File: config.mk
export PLATFORM = sky130hd
export DESIGN_NAME = mdu_iterative
export DESIGN_NICKNAME = d
export VERILOG_FILES = /design/src/rtl/mdu_pkg.sv /design/src/rtl/mdu_step.sv /design/src/rtl/mdu_iterative.sv
export SDC_FILE = /design/constraint.sdc
export NUM_CORES = 1
export LEC_CHECK = 0
export ABC_AREA = 1
export ABC_CLOCK_PERIOD_IN_PS = 8900
export CORE_ASPECT_RATIO = 1.4
export CORE_MARGIN = 4
export CORE_UTILIZATION = 58
export CTS_CLUSTER_SIZE = 14
export DETAILED_ROUTE_END_ITERATION = 10
export PLACE_DENSITY = 0.81
export SETUP_SLACK_MARGIN = 0.02
export SYNTH_ARGS = -nofsm -noshare
export SYNTH_HDL_FRONTEND = slang
export SYNTH_SLANG_ARGS = --single-unit
File: constraint.sdc
create_clock -name clk -period 8.9 [get_ports clk]
set_clock_uncertainty 0.1 [all_clocks]
set_input_delay 2.225 -clock clk [delete_from_list [all_inputs] [get_ports clk]]
set_output_delay 2.225 -clock clk [all_outputs]
set_load 0.03 [all_outputs]
File: src/rtl/mdu_pkg.sv
// Shared definitions for the iterative multiply/divide unit.
//   - op encodings driven on mdu_iterative.op
//   - FSM state type
//   - iteration counter width helper
package mdu_pkg;

   localparam logic [1:0] OP_MUL   = 2'b00;  // low half of A*B
   localparam logic [1:0] OP_MULHU = 2'b01;  // high half of A*B
   localparam logic [1:0] OP_DIVU  = 2'b10;  // A / B
   localparam logic [1:0] OP_REMU  = 2'b11;  // A % B

   typedef enum logic [2:0] {
      StIdle,
      StMul,
      StDiv,
      StWrite,
      StFin
   } mdu_state_e;

   // Counter must be able to hold DATA_WIDTH itself.
   function automatic int unsigned cnt_width(input int unsigned width);
      return $clog2(width + 1);
   endfunction

endpackage

File: src/rtl/mdu_step.sv
// One iteration of the multiply/divide datapath, purely combinational.
// A single adder is shared: it adds B for shift-add multiply and subtracts B
// (via inverted operand and carry-in) for restoring division.
//   is_div  in   0: multiply step, 1: divide step
//   acc_hi  in   hi (multiply) or partial remainder R (divide), DATA_WIDTH+1 bits
//   acc_lo  in   lo (multiply) or quotient Q (divide)
//   b       in   multiplicand / divisor
//   nxt_hi  out  next hi / R
//   nxt_lo  out  next lo / Q
module mdu_step #(
   parameter int unsigned DATA_WIDTH = 32
) (
   input  logic                  is_div,
   input  logic [DATA_WIDTH:0]   acc_hi,
   input  logic [DATA_WIDTH-1:0] acc_lo,
   input  logic [DATA_WIDTH-1:0] b,
   output logic [DATA_WIDTH:0]   nxt_hi,
   output logic [DATA_WIDTH-1:0] nxt_lo
);

   localparam int unsigned W = DATA_WIDTH;

   logic [W:0]   opa;
   logic [W+1:0] opb;
   logic         cin;
   logic [W+1:0] sum;
   logic [W:0]   mul_src;

   // R never exceeds the divisor, so its top bit is always zero before the shift.
   logic unused_r_msb;
   assign unused_r_msb = acc_hi[W];

   always_comb begin
      if (is_div) begin
         opa = {acc_hi[W-1:0], acc_lo[W-1]};  // {R,Q} << 1, upper part
         opb = ~{2'b00, b};
         cin = 1'b1;
      end else begin
         opa = {1'b0, acc_hi[W-1:0]};
         opb = {2'b00, b};
         cin = 1'b0;
      end
      sum = {1'b0, opa} + opb + {{(W + 1){1'b0}}, cin};

      mul_src = acc_lo[0] ? sum[W:0] : opa;

      if (is_div) begin
         // sum[W+1] set means the trial subtraction went negative: restore.
         if (!sum[W+1]) begin
            nxt_hi = sum[W:0];
            nxt_lo = {acc_lo[W-2:0], 1'b1};
         end else begin
            nxt_hi = opa;
            nxt_lo = {acc_lo[W-2:0], 1'b0};
         end
      end else begin
         nxt_hi = {1'b0, mul_src[W:1]};
         nxt_lo = {mul_src[0], acc_lo[W-1:1]};
      end
   end

endmodule

File: src/rtl/mdu_iterative.sv
// Iterative unsigned multiply/divide unit writing back through the
// register_file write port.
//   clk, rst_n         clock, asynchronous active-low reset
//   start, op          request (sampled only when idle) and operation
//   rs1_data, rs2_data operand A / dividend, operand B / divisor
//   rd_addr            destination register (0 means no write-back)
//   busy, done         busy from accept to done; done is a one-cycle pulse
//   wr_en, wr_addr,
//   wr_data, wr_ack    register_file write handshake
module mdu_iterative
   import mdu_pkg::*;
#(
   parameter int unsigned DATA_WIDTH = 32,
   parameter int unsigned ADDR_WIDTH = 5
) (
   input  logic                  clk,
   input  logic                  rst_n,
   input  logic                  start,
   input  logic [1:0]            op,
   input  logic [DATA_WIDTH-1:0] rs1_data,
   input  logic [DATA_WIDTH-1:0] rs2_data,
   input  logic [ADDR_WIDTH-1:0] rd_addr,
   output logic                  busy,
   output logic                  done,
   output logic                  wr_en,
   output logic [ADDR_WIDTH-1:0] wr_addr,
   output logic [DATA_WIDTH-1:0] wr_data,
   input  logic                  wr_ack
);

   localparam int unsigned CntW = cnt_width(DATA_WIDTH);

   mdu_state_e            state_q, state_d;
   logic [1:0]            op_q, op_d;
   logic [ADDR_WIDTH-1:0] addr_q, addr_d;
   logic [DATA_WIDTH-1:0] b_q, b_d;
   logic [DATA_WIDTH:0]   hi_q, hi_d;
   logic [DATA_WIDTH-1:0] lo_q, lo_d;
   logic [CntW-1:0]       cnt_q, cnt_d;
   logic [DATA_WIDTH-1:0] wr_data_q, wr_data_d;

   logic [DATA_WIDTH:0]   step_hi;
   logic [DATA_WIDTH-1:0] step_lo;
   logic [DATA_WIDTH-1:0] result;

   mdu_step #(
      .DATA_WIDTH(DATA_WIDTH)
   ) u_step (
      .is_div(op_q[1]),
      .acc_hi(hi_q),
      .acc_lo(lo_q),
      .b     (b_q),
      .nxt_hi(step_hi),
      .nxt_lo(step_lo)
   );

   // Result of the final iteration, latched into wr_data on the last step.
   always_comb begin
      case (op_q)
         OP_MUL:   result = step_lo;
         OP_MULHU: result = step_hi[DATA_WIDTH-1:0];
         OP_DIVU:  result = step_lo;
         default:  result = step_hi[DATA_WIDTH-1:0];
      endcase
   end

   always_comb begin
      state_d   = state_q;
      op_d      = op_q;
      addr_d    = addr_q;
      b_d       = b_q;
      hi_d      = hi_q;
      lo_d      = lo_q;
      cnt_d     = cnt_q;
      wr_data_d = wr_data_q;

      case (state_q)
         StIdle: begin
            if (start) begin
               op_d   = op;
               addr_d = rd_addr;
               b_d    = rs2_data;
               lo_d   = rs1_data;
               hi_d   = '0;
               cnt_d  = CntW'(DATA_WIDTH);
               if (op[1] && (rs2_data == '0)) begin
                  // Divide by zero: quotient all-ones, remainder = dividend.
                  wr_data_d = op[0] ? rs1_data : '1;
                  state_d   = (rd_addr == '0) ? StFin : StWrite;
               end else begin
                  state_d = op[1] ? StDiv : StMul;
               end
            end
         end
         StMul, StDiv: begin
            hi_d  = step_hi;
            lo_d  = step_lo;
            cnt_d = cnt_q - CntW'(1);
            if (cnt_q == CntW'(1)) begin
               wr_data_d = result;
               state_d   = (addr_q == '0) ? StFin : StWrite;
            end
         end
         StWrite: begin
            if (wr_ack) state_d = StFin;
         end
         StFin: begin
            state_d = StIdle;
         end
         default: begin
            state_d = StIdle;
         end
      endcase
   end

   always_ff @(posedge clk or negedge rst_n) begin
      if (!rst_n) begin
         state_q   <= StIdle;
         op_q      <= '0;
         addr_q    <= '0;
         b_q       <= '0;
         hi_q      <= '0;
         lo_q      <= '0;
         cnt_q     <= '0;
         wr_data_q <= '0;
      end else begin
         state_q   <= state_d;
         op_q      <= op_d;
         addr_q    <= addr_d;
         b_q       <= b_d;
         hi_q      <= hi_d;
         lo_q      <= lo_d;
         cnt_q     <= cnt_d;
         wr_data_q <= wr_data_d;
      end
   end

   // Outputs decode directly from state so an async reset clears them at once.
   assign busy    = (state_q != StIdle);
   assign done    = (state_q == StFin);
   assign wr_en   = (state_q == StWrite);
   assign wr_addr = addr_q;
   assign wr_data = wr_data_q;

endmodule

==> flow_summary.ini <==
[outcome]
status = completed

[cells_and_area]
post-route-util_pct = 68.3
design.final.nets = 1844
num_antenna_cells = 0
multi_input_comb_area_mm2 = 0.00613
layout_common_cells = sky130_fd_sc_hd__nand2_1 (648), sky130_fd_sc_hd__inv_1 (207), sky130_fd_sc_hd__dfrtp_1 (143), sky130_fd_sc_hd__o21ai_0 (114), sky130_fd_sc_hd__clkdlybuf4s50_1 (113)
n_fill_cell = 1642
drive_gt1_share_pct = 4.00
layout.area.seq_mm2 = 0.00361
layout_commonest_cell = sky130_fd_sc_hd__nand2_1
syn2layout_area_growth_pct = 16.2

[critical_path]
crit_family = simple AND/OR/NAND/NOR gates
critical_path_class = register to register
worst-endpoint-arrival_ps = 5080
timing.critical_path.buf_inv = 2
cp.required_ps = 9180
path_max_fanout = 77
worstSetupStartpointType = register
cpMaxStageDelayCell = sky130_fd_sc_hd__dfrtp_4
critical-path-top-cell-by-count = sky130_fd_sc_hd__nand2_1
timing.critical_path.to_type = register
critical_path.cell_chain = buf_4 -> inv_4 -> o21ai_0 -> ha_1 -> nand2_2 -> o21ai_0 -> a21oi_1 -> nand3_2 -> nand2_2 -> nand2_4 -> nor2_4 -> nand2_1 -> nand4_1 -> nand2_1 -> nand2_1 -> nand2_1 -> nand2_1
crit_path_max_incr_delay_ps = 730

[grt]
grt_first_pass_wirelength_um = 53700
grt_start_max_net_pins = 101
antenna_found_initial = 0
grtUsageTotal_pct = 32.5
overflow = 0
number_of_global_route_vias_before_repair = 10700

[placement]
hpwlAfterDp_um = 24600
numPortBuffers = 114
rd_place_congestion = 0.992

[min_path]
min-delay-path-class = register to register

[logic_synthesis]
synth_seq_cells = 144
yosys_warnings = 0
async_flop_share_pct = 100
synth_top_cell_by_area = sky130_fd_sc_hd__dfrtp_1
synth.cell_area_mm2 = 0.0109
sequential_element_share_of_the_synthesized_area_pct = 33.1
syn-num-nets = 1780
ys_top_cells_by_area = sky130_fd_sc_hd__dfrtp_1 (33%), sky130_fd_sc_hd__nand2_1 (22%), sky130_fd_sc_hd__inv_1 (7.1%)
ys.flop_type = sky130_fd_sc_hd__dfrtp_1
avgSynthCellArea_um2 = 6.51
netlist_instances = 1671
synth_edf_count = 0
yosysUniqueCellTypes = 44
synthDominantCellAreaShare_pct = 33.1

[route]
final_antenna_net_count = 0
drt-pass1-iter-count = 6
routed-via-count = 11300
drcViolationCount = 0
wire_per_inst_um = 16.8
routed_via_density = 5.65
drtIter0Drc = 982
wirelength_routed_um = 33400

[cts]
postCtsResizedCells = 0
number_of_clock_buffers_inserted_by_tritoncts = 17
ctsHtreeMaxLevel = 4
clkTransAtPathRegs_ps = 70
cts_hold_buffers = 0
clock_tree_from_tritoncts = built
cts_root_cell = sky130_fd_sc_hd__clkbuf_16
cts_setup_buffers = 0
cts-root-to-sink-buffers = 2
clkSinkCount = 144
worstSkewPairLatency_ps = 440

[sta]
grt_setup_unrepaired = false
setup_tns_ps = 0
hold_violations = 0
layout_min_cycle_time_ps = 4800
worst_slew_pin_slew_ps = 1050
worst_hold_slack_ps = 385
portion_of_the_clock_cycle_consumed_by_the_worst_path_in_the_final_layout_pct = 53.9
fmax_ghz = 0.208
rel_slew_slack_pct = 30.0
finalSetupViolations = 0
timing_max_transition_violations_final = 0

[floorplan]
die_h_um = 170
die_width_um = 124
die_area_mm2 = 0.0210
io_pins = 115
rows = 59
initial_utilization_pct = 58.7
coreArea_mm2 = 0.0185

[run]
max_cap_viol_count = 0
[synthesized netlist by cell type (5+ instances only)]
library cell / instances
sky130_fd_sc_hd__a22oi_1: 8
sky130_fd_sc_hd__nand3_2: 8
sky130_fd_sc_hd__inv_1: 207
sky130_fd_sc_hd__nand2_1: 648
sky130_fd_sc_hd__o21bai_1: 14
sky130_fd_sc_hd__nor3_1: 20
sky130_fd_sc_hd__a21oi_1: 48
sky130_fd_sc_hd__buf_2: 14
sky130_fd_sc_hd__dfrtp_1: 144
sky130_fd_sc_hd__nand4_1: 21
sky130_fd_sc_hd__nand3_1: 75
sky130_fd_sc_hd__a31oi_1: 30
sky130_fd_sc_hd__nand2_2: 5
sky130_fd_sc_hd__nor2_1: 75
sky130_fd_sc_hd__o221ai_1: 32
sky130_fd_sc_hd__xnor2_1: 5
sky130_fd_sc_hd__xor2_1: 42
sky130_fd_sc_hd__nor4_1: 7
sky130_fd_sc_hd__o21ai_1: 16
sky130_fd_sc_hd__o21ai_0: 114
sky130_fd_sc_hd__nand3b_1: 7
sky130_fd_sc_hd__clkbuf_1: 55
sky130_fd_sc_hd__ha_1: 33
[through the flow]
stage / instance area, um^2 / setup WS [ps] / cells
2_1_floorplan: 10900 / 5130 / 1671
3_3_place_gp: 12100 / 4010 / 1960
3_5_place_dp: 12100 / 3930 / 1960
4_1_cts: 12600 / 4180 / 1992
5_1_grt: 12600 / 3780 / 1992
6_report: 12600 / 4100 / 1992
[cell families (layout without fill, tap and decap cells)]
| group | after synthesis | after routing | share of synthesized area, % |
|---|---|---|---|
| flops | 144 | 144 | 33.1 |
| mux | 1 | 1 | 0.0920 |
| fa+ha+maj | 34 | 34 | 3.98 |
| xor+xnor | 47 | 47 | 3.78 |
| buf+inv | 291 | 368 | 10.6 |
| compound gates | 278 | 278 | 15.1 |
| simple gates | 876 | 876 | 33.3 |
[per-layer routing]
layer	vias up	routed length (um)	GRT usage, %
met2	451	16100	52.8
met3	79	1850	3.79
met4	0	1800	16.3
met1	5231	13700	42.6
met5	-	0	0
li1	5500	-	-
[path summary, 6_finish.rpt]
kind	start	end	slack [ps]	cells after the start
max reg2reg	op_q[1]	wr_data[23]	4100	17
max	op_q[1]	wr_data[23]	4100	17
max in group asynchronous	rst_n	op_q[1]	5650	2
min in group asynchronous	rst_n	hi_q[27]	1750	1
min reg2reg	wr_data[0]	wr_data[0]	390	2
min	wr_data[0]	wr_data[0]	390	2
[cell type report]
type	count	share of cell area [%]
inverter	212	6.31
clock buffer	17	3.36
sequential	144	28.5
tap	244	2.41
timing repair buffer	124	9.63
multi-input combinational	1236	48.5
clock inverter	15	1.32
[tightest hold or removal path, cell delays in order, from the launching register on]
cell,delay [ps]
sky130_fd_sc_hd__dfrtp_1,340
sky130_fd_sc_hd__nand2_1,60
sky130_fd_sc_hd__nand2_1,60
[registers in the layout, summed over array words and instances (netlist names)]
register  count
state_q       3
wr_addr       5
lo_q         32
b_q          32
hi_q         32
wr_data      32
op_q          2
cnt_q         6
Power is not shown: default switching activity piles up to over one toggle a cycle in this logic, so the estimate is an artifact.
